$ cat src/rtl/matrix_seq_if.sv
`default_nettype none
// ============================================================================
// Module      : matrix_seq_if
// Description : Decode-side request and memory/matrix-RF side bundle of the
//               matrix tile sequencer.
// Revision    : 1.0
// ============================================================================
interface matrix_seq_if #(
  parameter int ROWS   = 4,
  parameter int ADDR_W = 32,
  parameter int RIDX_W = $clog2(ROWS)
);
  logic              start;
  logic [1:0]        op;
  logic [ADDR_W-1:0] base;
  logic [ADDR_W-1:0] stride;
  logic              flush;
  logic              mem_req;
  logic              mem_we;
  logic [ADDR_W-1:0] mem_addr;
  logic              mem_ack;
  logic [RIDX_W-1:0] row_idx;
  logic              mrow_we;
  logic              mopa_en;
  logic              stall;
  logic              busy;
  logic              done;

  // Driver side: decode, memory and register-file models.
  modport master (
    output start, op, base, stride, flush, mem_ack,
    input  mem_req, mem_we, mem_addr, row_idx, mrow_we, mopa_en, stall, busy, done
  );

  modport slave (
    input  start, op, base, stride, flush, mem_ack,
    output mem_req, mem_we, mem_addr, row_idx, mrow_we, mopa_en, stall, busy, done
  );
endinterface
`default_nettype wire

$ cat src/rtl/matrix_seq.sv
`default_nettype none
// ============================================================================
// Module      : matrix_seq
// Description : Multi-cycle sequencer walking the rows of a matrix tile for
//               tile load, tile store and outer-product accumulate.
// Revision    : 1.0
// ============================================================================
module matrix_seq #(
  parameter int ROWS   = 4,
  parameter int ADDR_W = 32,
  parameter int RIDX_W = $clog2(ROWS)
) (
  input  logic         clk,
  input  logic         rst,
  matrix_seq_if.slave  bus
);

  localparam logic [1:0]        c_OP_STORE = 2'b01;
  localparam logic [1:0]        c_OP_MOPA  = 2'b10;
  localparam logic [1:0]        c_OP_RSVD  = 2'b11;
  localparam logic [1:0]        c_OP_LOAD  = 2'b00;
  localparam logic [RIDX_W-1:0] c_LAST_ROW = RIDX_W'(ROWS - 1);

  typedef enum logic [1:0] {
    S_IDLE = 2'd0,
    S_MEM  = 2'd1,
    S_MOPA = 2'd2,
    S_DONE = 2'd3
  } state_t;

  state_t             r_state;
  logic [RIDX_W-1:0]  r_row;
  logic [ADDR_W-1:0]  r_addr;
  logic [1:0]         r_op;
  logic [ADDR_W-1:0]  r_stride;

  state_t             w_state_nxt;
  logic [RIDX_W-1:0]  w_row_nxt;
  logic [ADDR_W-1:0]  w_addr_nxt;
  logic [1:0]         w_op_nxt;
  logic [ADDR_W-1:0]  w_stride_nxt;
  logic               w_accept;
  logic               w_in_mem;
  logic               w_in_mopa;

  always_ff @(posedge clk or posedge rst) begin
    if (rst) begin
      r_state  <= S_IDLE;
      r_row    <= '0;
      r_addr   <= '0;
      r_op     <= '0;
      r_stride <= '0;
    end else begin
      r_state  <= w_state_nxt;
      r_row    <= w_row_nxt;
      r_addr   <= w_addr_nxt;
      r_op     <= w_op_nxt;
      r_stride <= w_stride_nxt;
    end
  end

  always_comb begin
    w_state_nxt  = r_state;
    w_row_nxt    = r_row;
    w_addr_nxt   = r_addr;
    w_op_nxt     = r_op;
    w_stride_nxt = r_stride;
    w_accept     = 1'b0;
    case (r_state)
      S_IDLE: begin
        if (bus.start && (bus.op != c_OP_RSVD) && !bus.flush) begin
          w_accept  = 1'b1;
          w_op_nxt  = bus.op;
          w_row_nxt = '0;
          if (bus.op == c_OP_MOPA) begin
            w_state_nxt = S_MOPA;
          end else begin
            w_state_nxt  = S_MEM;
            w_addr_nxt   = bus.base;
            w_stride_nxt = bus.stride;
          end
        end
      end
      S_MEM: begin
        if (bus.mem_ack) begin
          w_addr_nxt = r_addr + r_stride;
          w_row_nxt  = r_row + 1'b1;
          if (r_row == c_LAST_ROW) begin
            w_state_nxt = S_DONE;
          end
        end
      end
      S_MOPA: begin
        w_row_nxt = r_row + 1'b1;
        if (r_row == c_LAST_ROW) begin
          w_state_nxt = S_DONE;
        end
      end
      default: begin
        w_state_nxt = S_IDLE;
      end
    endcase
    // Abort overrides any progress made this cycle, including a late ack.
    if (bus.flush) begin
      w_state_nxt = S_IDLE;
      w_row_nxt   = '0;
      w_addr_nxt  = '0;
    end
  end

  assign w_in_mem  = (r_state == S_MEM);
  assign w_in_mopa = (r_state == S_MOPA);

  assign bus.mem_req  = w_in_mem && !bus.flush;
  assign bus.mem_we   = w_in_mem && (r_op == c_OP_STORE);
  assign bus.mem_addr = w_in_mem ? r_addr : '0;
  assign bus.row_idx  = (w_in_mem || w_in_mopa) ? r_row : '0;
  assign bus.mrow_we  = w_in_mem && (r_op == c_OP_LOAD) && bus.mem_ack && !bus.flush;
  assign bus.mopa_en  = w_in_mopa && !bus.flush;
  assign bus.busy     = w_in_mem || w_in_mopa;
  assign bus.done     = (r_state == S_DONE);
  // The accepting cycle stalls combinationally; reset masks a start seen during reset.
  assign bus.stall    = !rst && (w_accept || w_in_mem || w_in_mopa);

endmodule
`default_nettype wire

$ cat src/flat_wrapper.sv
// flat-port wrapper written by rule: the top's interface ports become plain ports
module matrix_seq_flat 
#(
  parameter int ROWS   = 4,
  parameter int ADDR_W = 32,
  parameter int RIDX_W = $clog2(ROWS)
)
  (clk, rst, bus_start, bus_op, bus_base, bus_stride, bus_flush, bus_mem_ack, bus_mem_req, bus_mem_we, bus_mem_addr, bus_row_idx, bus_mrow_we, bus_mopa_en, bus_stall, bus_busy, bus_done);
  matrix_seq_if #(.ROWS(ROWS), .ADDR_W(ADDR_W), .RIDX_W(RIDX_W)) bus_i ();
  input  logic clk;
  input  logic rst;
  input wire logic [$bits(bus_i.start)-1:0] bus_start;
  input wire logic [$bits(bus_i.op)-1:0] bus_op;
  input wire logic [$bits(bus_i.base)-1:0] bus_base;
  input wire logic [$bits(bus_i.stride)-1:0] bus_stride;
  input wire logic [$bits(bus_i.flush)-1:0] bus_flush;
  input wire logic [$bits(bus_i.mem_ack)-1:0] bus_mem_ack;
  output wire logic [$bits(bus_i.mem_req)-1:0] bus_mem_req;
  output wire logic [$bits(bus_i.mem_we)-1:0] bus_mem_we;
  output wire logic [$bits(bus_i.mem_addr)-1:0] bus_mem_addr;
  output wire logic [$bits(bus_i.row_idx)-1:0] bus_row_idx;
  output wire logic [$bits(bus_i.mrow_we)-1:0] bus_mrow_we;
  output wire logic [$bits(bus_i.mopa_en)-1:0] bus_mopa_en;
  output wire logic [$bits(bus_i.stall)-1:0] bus_stall;
  output wire logic [$bits(bus_i.busy)-1:0] bus_busy;
  output wire logic [$bits(bus_i.done)-1:0] bus_done;
  assign bus_i.start = bus_start;
  assign bus_i.op = bus_op;
  assign bus_i.base = bus_base;
  assign bus_i.stride = bus_stride;
  assign bus_i.flush = bus_flush;
  assign bus_i.mem_ack = bus_mem_ack;
  assign bus_mem_req = bus_i.mem_req;
  assign bus_mem_we = bus_i.mem_we;
  assign bus_mem_addr = bus_i.mem_addr;
  assign bus_row_idx = bus_i.row_idx;
  assign bus_mrow_we = bus_i.mrow_we;
  assign bus_mopa_en = bus_i.mopa_en;
  assign bus_stall = bus_i.stall;
  assign bus_busy = bus_i.busy;
  assign bus_done = bus_i.done;
  matrix_seq #(.ROWS(ROWS), .ADDR_W(ADDR_W), .RIDX_W(RIDX_W)) u_core (.clk(clk), .rst(rst), .bus(bus_i));
endmodule
$ cat config.mk
export PLATFORM = sky130hd
export DESIGN_NAME = matrix_seq_flat
export DESIGN_NICKNAME = d
export VERILOG_FILES = /design/src/rtl/matrix_seq_if.sv /design/src/rtl/matrix_seq.sv /design/src/flat_wrapper.sv
export SDC_FILE = /design/constraint.sdc
export NUM_CORES = 1
export LEC_CHECK = 0
export BUFFER_PORTS_ARGS = -buffer_cell sky130_fd_sc_hd__buf_2
export CAP_MARGIN = 20
export CORE_MARGIN = 4
export CORE_UTILIZATION = 59
export CTS_BUF_LIST = sky130_fd_sc_hd__clkbuf_16
export DETAILED_ROUTE_END_ITERATION = 16
export PLACE_DENSITY = 0.83
export SLEW_MARGIN = 5
export SYNTH_ARGS = -nofsm -noshare
export SYNTH_HDL_FRONTEND = slang
export SYNTH_SLANG_ARGS = --single-unit
$ cat constraint.sdc
create_clock -name clk -period 6.6 [get_ports clk]
set_clock_uncertainty 0.1 [all_clocks]
set_input_delay 1.65 -clock clk [delete_from_list [all_inputs] [get_ports clk]]
set_output_delay 1.65 -clock clk [all_outputs]
set_load 0.1 [all_outputs]
# Word-level counts from Yosys, hierarchy flattened
# Cells that the tools add are included.
[totals]
ff_bits = 70
[classes]
addsub = 2
n_eq_ne = 10
mux = 19
bitwise_logic = 1
n_reduce_logical = 23
[ops]
columns = ["operator", "n"]
rows = [
  ["$mux 32", 5],
  ["$pmux 32 s2", 1],
  ["$add 32x32->32", 1],
  ["$mux 2", 9],
  ["$pmux 2 s3", 2],
  ["$logic_and 1x1->1", 9],
  ["$eq 2x2->1 const B", 4],
  ["$ne 3x3->1 const B", 2],
  ["$reduce_and 3->1", 2],
  ["$eq 2x1->1 const B", 2],
  ["$logic_not 2->1", 2],
  ["$reduce_and 2->1", 2],
  ["$reduce_and 4->1", 1],
  ["$reduce_bool 4->1", 1],
  ["$logic_or 1x1->1", 3],
  ["$ne 3x2->1 const B", 1],
  ["$reduce_bool 3->1", 1],
  ["$add 2x1->2 const B", 1],
  ["$logic_not 1->1", 2],
  ["$mux 1", 2],
  ["$ne 2x2->1 const B", 1],
  ["$not 1->1", 1],
]

# Depth between registers and ports, before layout
[logic_depth]
depth_word = 8
ltp_mapped = 11

# Least setup slack after synthesis
# No wires, ideal clock.
[synth_timing]
path_type = "input to output"
startpoint = "input port bus_flush"
endpoint = "output port bus_mrow_we"
arrival_time_ps = 3935
t_required_ps = 4850
setup_slack_ps = 915
stages = 2
path_buffers = 0
path_cell_list = "nor2_1 -> and3_1"
[synth_via]
elab_chain_len = 2
[synth_lines]
columns = ["element", "line", "rtl"]
rows = [
  ["start: declaration", "flat_wrapper.sv:16", "input wire logic [$bits(bus_i.flush)-1:0] bus_flush;"],
  ["$logic_not 1->1", "matrix_seq.sv:118", "assign bus.mrow_we = w_in_mem && (r_op == c_OP_LOAD) && bus.mem_ack && !bus.flush;"],
  ["$logic_and 1x1->1", "matrix_seq.sv:118", ""],
  ["end: declaration", "flat_wrapper.sv:22", "output wire logic [$bits(bus_i.mrow_we)-1:0] bus_mrow_we;"],
]
# No other way between the ends.

# Worst setup path after layout
[layout_timing]
startpoint = "input port bus_flush"
endpoint = "output port bus_stall"
[layout_via]
elab_chain_len = 7
[layout_lines]
columns = ["element", "line", "rtl"]
rows = [
  ["$logic_not 1->1", "matrix_seq.sv:71", "if (bus.start && (bus.op != c_OP_RSVD) && !bus.flush) begin"],
  ["$logic_and 1x1->1", "matrix_seq.sv:71", ""],
  ["$mux 1", "matrix_seq.sv:71", ""],
  ["$mux 1", "matrix_seq.sv:69", "case (r_state)"],
  ["$logic_or 1x1->1 (2 in a row)", "matrix_seq.sv:123", "assign bus.stall = !rst && (w_accept || w_in_mem || w_in_mopa);"],
  ["$logic_and 1x1->1", "matrix_seq.sv:123", ""],
  ["end: declaration", "flat_wrapper.sv:24", "output wire logic [$bits(bus_i.stall)-1:0] bus_stall;"],
]
# No other way between the ends.

==> metrics.yaml <==
power:
  irDropWorstVdd_uv: 267
  p_leak_nw: 2.84
  power_density_nw_per_um2: 521
clock_network:
  ctsResizeCount: 0
  ctsLongestPathBuffers: 2
  post-cts-setup-buffers: 0
  cts_tree: "done"
  hold_buffers: 0
  clk_latency_ns: 0.34
  clk_pin_slew_ns: 0.06
  h-tree-depth: 3
  root_buffer: "clkbuf_16"
  numCtsBuffers: 9
  clock-sinks: 70
setup_path:
  slowest_delay_ns: 0.44
  cp_slowest_cell: "buf_2"
  worstSetupPathType: "primary input to primary output"
  r2r-start: "u_core.r_state[1]"
  crit_path_cell_trace: "buf_2 > nand4b_1 > a21oi_1 > buf_2"
  crit_path_start_kind: "primary input"
  startpoint: "bus_flush"
  critPathRequiredTime_ns: 4.85
  cp_data_arrival_time_ns: 3.05
  regToRegSetupSlack_ns: 3.19
  path_max_fanout: 42
  end_kind: "primary output"
  path_common_cell: "buf_2"
logic_synthesis:
  synth_area_sq_um: 5050
  yosysTopAreaCell: "dfrtp_1"
  ys_ff_latch: 70
  ys_types: 56
  synth_area_leaders: "dfrtp_1 35%, ha_1 8.9%, mux2_2 7.4%, a21oi_1 5.0%, and2_1 4.7%"
  synthCells: 554
  synthDominantCellAreaShare: 0.347
  async_reset_ff_frac: 1.00
  synth-main-ff-cell: "dfrtp_1"
  synth_nets: 662
  ys_seq_area_frac: 0.347
  synth_enable_flop_cells: 0
  yosysWarningCount: 0
  synth.avg_cell_area_sq_um: 9.12
place:
  globalplace.congestion: 0.922
  port_buffers: 111
  dp.cells: 745
  pre_cts_ws_ns: 1.83
  dpl.hpwl_um: 9390
sta:
  rsz0062_at_grt: "false"
  fin_crit_sh: 0.727
  worstMarginPinSlew_ns: 1.10
  period_minus_slack_ns: 4.80
  setup-violations-final: 0
  fin_ws_ns: 1.80
  hold_viol: 0
  fin_setup_tns_ns: 0
  slew_headroom: 0.262
  slew_viol_final: 0
  clock.fmax_mhz: 209
die:
  dieArea_sq_um: 10100
  start_util: 0.612
  dieHeight_um: 101
  core-area_sq_um: 8260
  num_rows: 33
  ios: 112
  fp.dieW_um: 101
global_routing:
  grt_max_degree: 71
  antenna_found_initial: 0
  grt_use_total: 0.270
  grt_first_pass_wirelength_um: 22000
  grt_pass1_vias: 4627
  overflow: 0
cells_and_area:
  drive_gt1_frac: 0.268
  syn_to_final_growth_pct: 17.7
  final_common_cell: "buf_2"
  final_util: 0.720
  final_cells: 761
  fin_nets: 759
  diodes: 0
  final_cell_mix: "111 x buf_2, 70 x dfrtp_1, 50 x a21oi_1"
route:
  viasPerCell: 6.14
  first_iter_violations: 318
  drc: 0
  avgRoutedWirePerCell_um: 17.8
  vias: 4675
  ant_nets: 0
  drt-pass1-iter-count: 5
  routed_wl_um: 13600
min_path:
  hold_path_class: "flip-flop to flip-flop"
  min-delay-start: "u_core.r_stride[2]"
status:
  outcome: "finished, final reports clean"
run:
  max_cap_violations: 0
## worst max-delay path, delay by kind of cell
family,cells,cell delay [ns]
compound gates,1,0.18
simple gates,1,0.41
buf+inv,2,0.80
## synth_stat cells (10+ instances only)
cell / n
nand2_1: 39
ha_1: 36
dfrtp_1: 70
mux2_2: 33
a211oi_1: 25
a21oi_1: 51
clkbuf_1: 24
nor2_1: 45
nor3_1: 11
o21ai_0: 18
and3_1: 10
and2_1: 38
a21o_1: 12
inv_1: 13
xnor2_1: 18
## flip-flops by register name (all words and copies together) (netlist names)
name and flops:
u_core.r_addr 32, u_core.r_op 2, u_core.r_row 2, u_core.r_stride 32
u_core.r_state 2
## metal layers
| metal | share of wire | GRT usage | vias to the layer above |
|---|---|---|---|
| met5 | 0 | 0 | - |
| met4 | 0.018 | 0.0870 | 0 |
| met3 | 0.059 | 0.0443 | 25 |
| met2 | 0.50 | 0.466 | 169 |
| met1 | 0.42 | 0.345 | 2263 |
| li1 | - | - | 2218 |
## worst paths after layout
kind,to,cells past startpoint
setup / recovery,bus_stall,4
hold / removal,u_core.r_stride[2],1
setup reg to reg,u_core.r_addr[25],8
hold reg to reg,u_core.r_stride[2],1
max in group asynchronous,u_core.r_addr[20],3
min in group asynchronous,u_core.r_stride[0],3
## kinds of logic (layout without fill, tap and decap cells)
kind of cell / after synthesis / count (layout) / share of synthesized area
fa+ha+maj: 37 / 37 / 0.0931
mux: 41 / 41 / 0.0894
simple gates: 179 / 179 / 0.178
compound gates: 162 / 162 / 0.221
xor+xnor: 24 / 24 / 0.0416
flops: 70 / 70 / 0.347
buf+inv: 41 / 143 / 0.0307
## power breakdown
group	internal, mW	leakage, nW	total, mW	switching [mW]
combinational	0.682	1.82	1.89	1.21
clock	0.255	0.129	0.456	0.201
sequential	0.609	0.890	0.756	0.148
total	1.55	2.84	3.10	1.56
## per-stage QoR
step | cell area (sq um) | hold WS, ns | power (mW)
2_1_floorplan | 5050 | 0.366 | 2.24
3_3_place_gp | 5670 | 0.391 | 2.53
3_5_place_dp | 5670 | 0.407 | 2.60
4_1_cts | 5950 | 0.420 | 3.08
5_1_grt | 5950 | 0.422 | 3.31
6_report | 5950 | 0.418 | 3.10
## cell type report
type                            instances  area (sq um)
Multi-Input combinational cell        443          3160
Sequential cell                        70          1750
Inverter                               13          48.8
Fill cell                             638          2310
Tap cell                              105           131
Timing Repair Buffer                  114           578
Clock buffer                            9           225
Clock inverter                          7          50.0
Power figures use the tool's default switching activity.
